## config.mk

```make
export PLATFORM = sky130hd
export DESIGN_NAME = md5_round_core_flat
export DESIGN_NICKNAME = d
export VERILOG_FILES = /design/src/rtl/md5_round_core_if.sv /design/src/rtl/md5_round_core.sv /design/src/flat_wrapper.sv
export SDC_FILE = /design/constraint.sdc
export NUM_CORES = 2
export LEC_CHECK = 0
export CAP_MARGIN = 20
export CORE_MARGIN = 5
export CORE_UTILIZATION = 61
export DETAILED_ROUTE_END_ITERATION = 10
export PLACE_DENSITY = 0.87
export SETUP_SLACK_MARGIN = 0.15
export SYNTH_ARGS = -nofsm -noshare
export SYNTH_HDL_FRONTEND = slang
export SYNTH_SLANG_ARGS = --single-unit
```

## constraint.sdc

```tcl
create_clock -name clk -period 66.6 [get_ports clk]
set_clock_uncertainty 0.1 [all_clocks]
set_input_delay 13.32 -clock clk [delete_from_list [all_inputs] [get_ports clk]]
set_output_delay 13.32 -clock clk [all_outputs]
set_load 0.05 [all_outputs]
```

## src/rtl/md5_round_core_if.sv

```systemverilog
// Bundle between the MD5 round core, its block source and the LUT_K constant table.
interface md5_round_core_if;
  logic         start;
  logic         chain;
  logic [511:0] msg;
  logic [5:0]   k_addr;
  logic [31:0]  k_data;
  logic         ready;
  logic         done;
  logic [127:0] digest;

  modport master (
    output start, chain, msg, k_data,
    input  k_addr, ready, done, digest
  );

  modport slave (
    input  start, chain, msg, k_data,
    output k_addr, ready, done, digest
  );
endinterface

```

## src/rtl/md5_round_core.sv

```systemverilog
// Iterative MD5 compression: one step per clock over a 512-bit block, with the
// 128-bit chaining value accumulated in digest across blocks.
module md5_round_core (
  input logic             clk,
  input logic             rst,
  md5_round_core_if.slave bus
);

  localparam logic [1:0] StIdle   = 2'd0;
  localparam logic [1:0] StRun    = 2'd1;
  localparam logic [1:0] StFinish = 2'd2;

  localparam logic [127:0] Iv = {32'h67452301, 32'hefcdab89, 32'h98badcfe, 32'h10325476};

  logic [1:0]   state_q, state_d;
  logic [5:0]   step_q, step_d;
  logic [511:0] msg_q, msg_d;
  logic [127:0] h_q, h_d;
  logic [31:0]  a_q, a_d, b_q, b_d, c_q, c_d, d_q, d_d;
  logic [127:0] digest_q, digest_d;
  logic         done_q, done_d;

  logic [1:0]   round;
  logic [3:0]   g;
  logic [4:0]   s;
  logic [31:0]  f, m_g, f_sum, rot;

  assign round = step_q[5:4];

  // Round function and message word index; g arithmetic is naturally mod 16.
  always_comb begin
    f = '0;
    g = '0;
    case (round)
      2'd0: begin
        f = (b_q & c_q) | (~b_q & d_q);
        g = step_q[3:0];
      end
      2'd1: begin
        f = (d_q & b_q) | (~d_q & c_q);
        g = step_q[3:0] * 4'd5 + 4'd1;
      end
      2'd2: begin
        f = b_q ^ c_q ^ d_q;
        g = step_q[3:0] * 4'd3 + 4'd5;
      end
      default: begin
        f = c_q ^ (b_q | ~d_q);
        g = step_q[3:0] * 4'd7;
      end
    endcase
  end

  always_comb begin
    s = 5'd0;
    case ({round, step_q[1:0]})
      4'h0: s = 5'd7;
      4'h1: s = 5'd12;
      4'h2: s = 5'd17;
      4'h3: s = 5'd22;
      4'h4: s = 5'd5;
      4'h5: s = 5'd9;
      4'h6: s = 5'd14;
      4'h7: s = 5'd20;
      4'h8: s = 5'd4;
      4'h9: s = 5'd11;
      4'ha: s = 5'd16;
      4'hb: s = 5'd23;
      4'hc: s = 5'd6;
      4'hd: s = 5'd10;
      4'he: s = 5'd15;
      default: s = 5'd21;
    endcase
  end

  assign m_g   = msg_q[{g, 5'b00000} +: 32];
  assign f_sum = f + a_q + bus.k_data + m_g;
  // s is never 0, so the right shift is always in 1..28.
  assign rot   = (f_sum << s) | (f_sum >> (6'd32 - {1'b0, s}));

  always_comb begin
    state_d  = state_q;
    step_d   = step_q;
    msg_d    = msg_q;
    h_d      = h_q;
    a_d      = a_q;
    b_d      = b_q;
    c_d      = c_q;
    d_d      = d_q;
    digest_d = digest_q;
    done_d   = 1'b0;
    case (state_q)
      StIdle: begin
        if (bus.start) begin
          msg_d   = bus.msg;
          h_d     = bus.chain ? digest_q : Iv;
          a_d     = h_d[127:96];
          b_d     = h_d[95:64];
          c_d     = h_d[63:32];
          d_d     = h_d[31:0];
          step_d  = '0;
          state_d = StRun;
        end
      end
      StRun: begin
        a_d    = d_q;
        d_d    = c_q;
        c_d    = b_q;
        b_d    = b_q + rot;
        step_d = step_q + 6'd1;
        if (step_q == 6'd63) begin
          state_d = StFinish;
        end
      end
      StFinish: begin
        digest_d = {h_q[127:96] + a_q, h_q[95:64] + b_q, h_q[63:32] + c_q, h_q[31:0] + d_q};
        done_d   = 1'b1;
        state_d  = StIdle;
      end
      default: state_d = StIdle;
    endcase
  end

  always_ff @(posedge clk or posedge rst) begin
    if (rst) begin
      state_q  <= StIdle;
      step_q   <= '0;
      msg_q    <= '0;
      h_q      <= '0;
      a_q      <= '0;
      b_q      <= '0;
      c_q      <= '0;
      d_q      <= '0;
      digest_q <= '0;
      done_q   <= 1'b0;
    end else begin
      state_q  <= state_d;
      step_q   <= step_d;
      msg_q    <= msg_d;
      h_q      <= h_d;
      a_q      <= a_d;
      b_q      <= b_d;
      c_q      <= c_d;
      d_q      <= d_d;
      digest_q <= digest_d;
      done_q   <= done_d;
    end
  end

  // step_q is 0 outside RUN, so it doubles as the LUT address.
  assign bus.k_addr = step_q;
  assign bus.ready  = (state_q == StIdle);
  assign bus.done   = done_q;
  assign bus.digest = digest_q;

endmodule

```

## src/flat_wrapper.sv

```systemverilog
// flat-port wrapper written by rule: the top's interface ports become plain ports
module md5_round_core_flat 
  (clk, rst, bus_start, bus_chain, bus_msg, bus_k_data, bus_k_addr, bus_ready, bus_done, bus_digest);
  md5_round_core_if bus_i ();
  input logic clk;
  input logic rst;
  input wire logic [$bits(bus_i.start)-1:0] bus_start;
  input wire logic [$bits(bus_i.chain)-1:0] bus_chain;
  input wire logic [$bits(bus_i.msg)-1:0] bus_msg;
  input wire logic [$bits(bus_i.k_data)-1:0] bus_k_data;
  output wire logic [$bits(bus_i.k_addr)-1:0] bus_k_addr;
  output wire logic [$bits(bus_i.ready)-1:0] bus_ready;
  output wire logic [$bits(bus_i.done)-1:0] bus_done;
  output wire logic [$bits(bus_i.digest)-1:0] bus_digest;
  assign bus_i.start = bus_start;
  assign bus_i.chain = bus_chain;
  assign bus_i.msg = bus_msg;
  assign bus_i.k_data = bus_k_data;
  assign bus_k_addr = bus_i.k_addr;
  assign bus_ready = bus_i.ready;
  assign bus_done = bus_i.done;
  assign bus_digest = bus_i.digest;
  md5_round_core u_core (.clk(clk), .rst(rst), .bus(bus_i));
endmodule
```

==> qor.yml <==
placementRows: 109
crit_path_start_kind: "primary input"
post-dp-hpwl_um: 158000
grt_max_degree: 206
drv_slew: 0
synth-async-reset-ratio: 1.00
vias_per_cell: 6.42
min_period_over_period: 0.329
r2r_cells: 46
antenna_found_initial: 75
tns_ns: 0
drtPass1Iterations: 6
crit_required_ns: 67.03
cts_tree: "built"
critical-path-top-delay-family: "compound AO/OA/AOI/OAI gates"
synth_cell_types: 86
cp_max_fo: 5
wl_per_cell_um: 27.1
stdcell_count: 7951
layout_common_cells: "nand2_1 (2112), dfrtp_1 (903), clkdlybuf4s50_1 (683), o21ai_0 (316), a21oi_1 (276)"
rr_endpoint: "u_core.b_q[30]"
fp.dieW_um: 307
finalWirelength_um: 216000
drive_above_1_share: 0.0612
r2r_slack_ns: 53.02
slowest_delay_ns: 0.55
htreeDepth: 3
initial_utilization: 0.612
worst_hold_path_type: "reg -> reg"
setup_viol: 0
fp.dieH_um: 307
status: "finished, final reports clean"
syn_area_per_cell_um2: 8.75
slew-limit-headroom: 0.164
grt_pass1_wl_um: 312000
place_congestion: 1.02
timing.critical_path.mode_cell: "a21oi_1"
fin_crit_ns: 21.93
hold_end: "u_core.msg_q[321]"
rsz0062_at_grt: "no"
critPathBufInv: 4
crit_slowest_cell: "fa_1"
synth_ff_type: "dfrtp_1"
max-cap-violations: 0
hold_viol: 0
synth_edf_count: 0
cts_buffer_depth: 3
io_pins: 684
yosysWarnings: 0
syn_area_mm2: 0.0539
port_buffers: 683
ant_nets: 0
arrival_ns: 22.36
synth_cells: 6153
root_buffer: "clkbuf_16"
postCtsResizedCells: 0
hold_path.startpoint: "u_core.msg_q[321]"
dieArea_mm2: 0.0943
num-nets-final: 7461
vias: 51000
ys_seq_area_frac: 0.420
clk_pin_slew_ns: 0.06
pre_cts_ws_ns: 44.23
fmax_mhz: 45.6
ys_seq_elements: 905
worstMarginPinSlew_ns: 1.25
core-area_mm2: 0.0880
crit_type: "in -> reg"
syn2layout_area_growth_pct: 20.6
synth_nets: 6969
overflow: 0
post-cts-setup-buffer-count: 0
min_path_cells: 2
layout_commonest_cell: "nand2_1"
grt_pass1_vias: 48900
drt_iter0_markers: 7284
clock_sinks: 905
rr_startpoint: "u_core.bus.k_addr[1]"
setup_ws_ns: 44.67
grtUsageTotal: 0.441
crit_path_end_kind: "flop"
dp_cells: 7713
insertion_delay_ns: 0.72
holdBufCountCts: 0
numCtsBuffers: 94
drc: 0
-- how the worst max path moves through the flow --
stage / from / depth (start not counted) / endpoint / slack (ns)
3_5_place_dp: bus_k_data[1] / 35 / u_core.b_q[30] / 44.23
3_3_place_gp: bus_k_data[1] / 35 / u_core.b_q[30] / 44.37
4_1_cts: bus_k_data[1] / 35 / u_core.b_q[30] / 44.92
2_1_floorplan: rst / 1 / u_core.a_q[0] / 27.74
6_report: bus_k_data[1] / 35 / u_core.b_q[30] / 44.67
5_1_grt: bus_k_data[1] / 36 / u_core.b_q[26] / 44.24
-- through the flow --
stage | instance area, um^2 | utilization | hold slack (ns)
floorplan | 53900 | - | 0.340
global placement | 61500 | 0.700 | 0.352
detailed placement | 61500 | 0.700 | 0.357
CTS | 64700 | 0.736 | 0.372
global route | 64900 | 0.738 | 0.388
finish | 65000 | 0.738 | 0.370
-- state kept, by name, summed over array words and instances (netlist names) --
| name | count |
|---|---|
| u_core.h_q | 128 |
| u_core.state_q | 2 |
| u_core.bus.done | 1 |
| u_core.bus.digest | 128 |
| u_core.c_q | 32 |
| u_core.msg_q | 512 |
| u_core.d_q | 32 |
| u_core.b_q | 32 |
| u_core.a_q | 32 |
| u_core.bus.k_addr | 6 |
-- area by class of cell --
type                    count  area [um^2]
inverters                 231          875
repair buffers            753         7440
flip-flops and latches    905        22700
well taps                1165         1460
fillers                  6079        23000
multi-input cells        4660        29100
diodes                     72          180
clock buffers             136         2770
clock inverters            29          428
-- kinds of logic (layout without fill, tap and decap cells) --
logic type | count (synthesis) | after routing | share of synthesized area
simple gates | 2607 | 2607 | 0.194
mux | 204 | 204 | 0.0693
fa+ha+maj | 268 | 268 | 0.0719
compound gates | 1349 | 1349 | 0.165
buf+inv | 588 | 1149 | 0.0412
other cells | 0 | 72 | 0
flops | 905 | 905 | 0.420
xor+xnor | 232 | 232 | 0.0380
-- worst register-to-register path: cells and delay by family (launching register included) --
family	cells	cell delay (ns)
AO/OA/AOI/OAI	23	5.87
XOR/XNOR	2	0.36
adder cells (fa/ha/maj)	7	2.71
buffers and inverters	7	1.99
flip-flops	1	0.50
multiplexers	3	1.26
AND/OR/NAND/NOR	4	0.59
-- routing by layer --
metal	track usage	routed length (um)
met2	0.661	94400
met5	0	93
met3	0.106	23400
met1	0.540	73400
met4	0.374	24100
-- synth_stat cells, drive strengths merged (39+ instances only) --
library cell	number	share of area
a211oi	68	0.0095
a21o	163	0.023
a21oi	278	0.026
a221o	61	0.011
a22oi	39	0.0054
a31oi	85	0.0099
and2	41	0.0048
buf	40	0.0030
clkbuf	317	0.022
dfrtp	905	0.42
fa	69	0.026
ha	199	0.046
inv	230	0.016
mux2i	58	0.011
mux4	134	0.056
nand2	2114	0.15
nand3	47	0.0044
nor2	199	0.014
nor2b	47	0.0055
o21a	64	0.0089
o21ai	343	0.032
xnor2	158	0.026
xor2	73	0.012
Power is left out: the tool's default activity adds up to more than one toggle a clock period on the data nets, which glitch-free logic cannot reach.
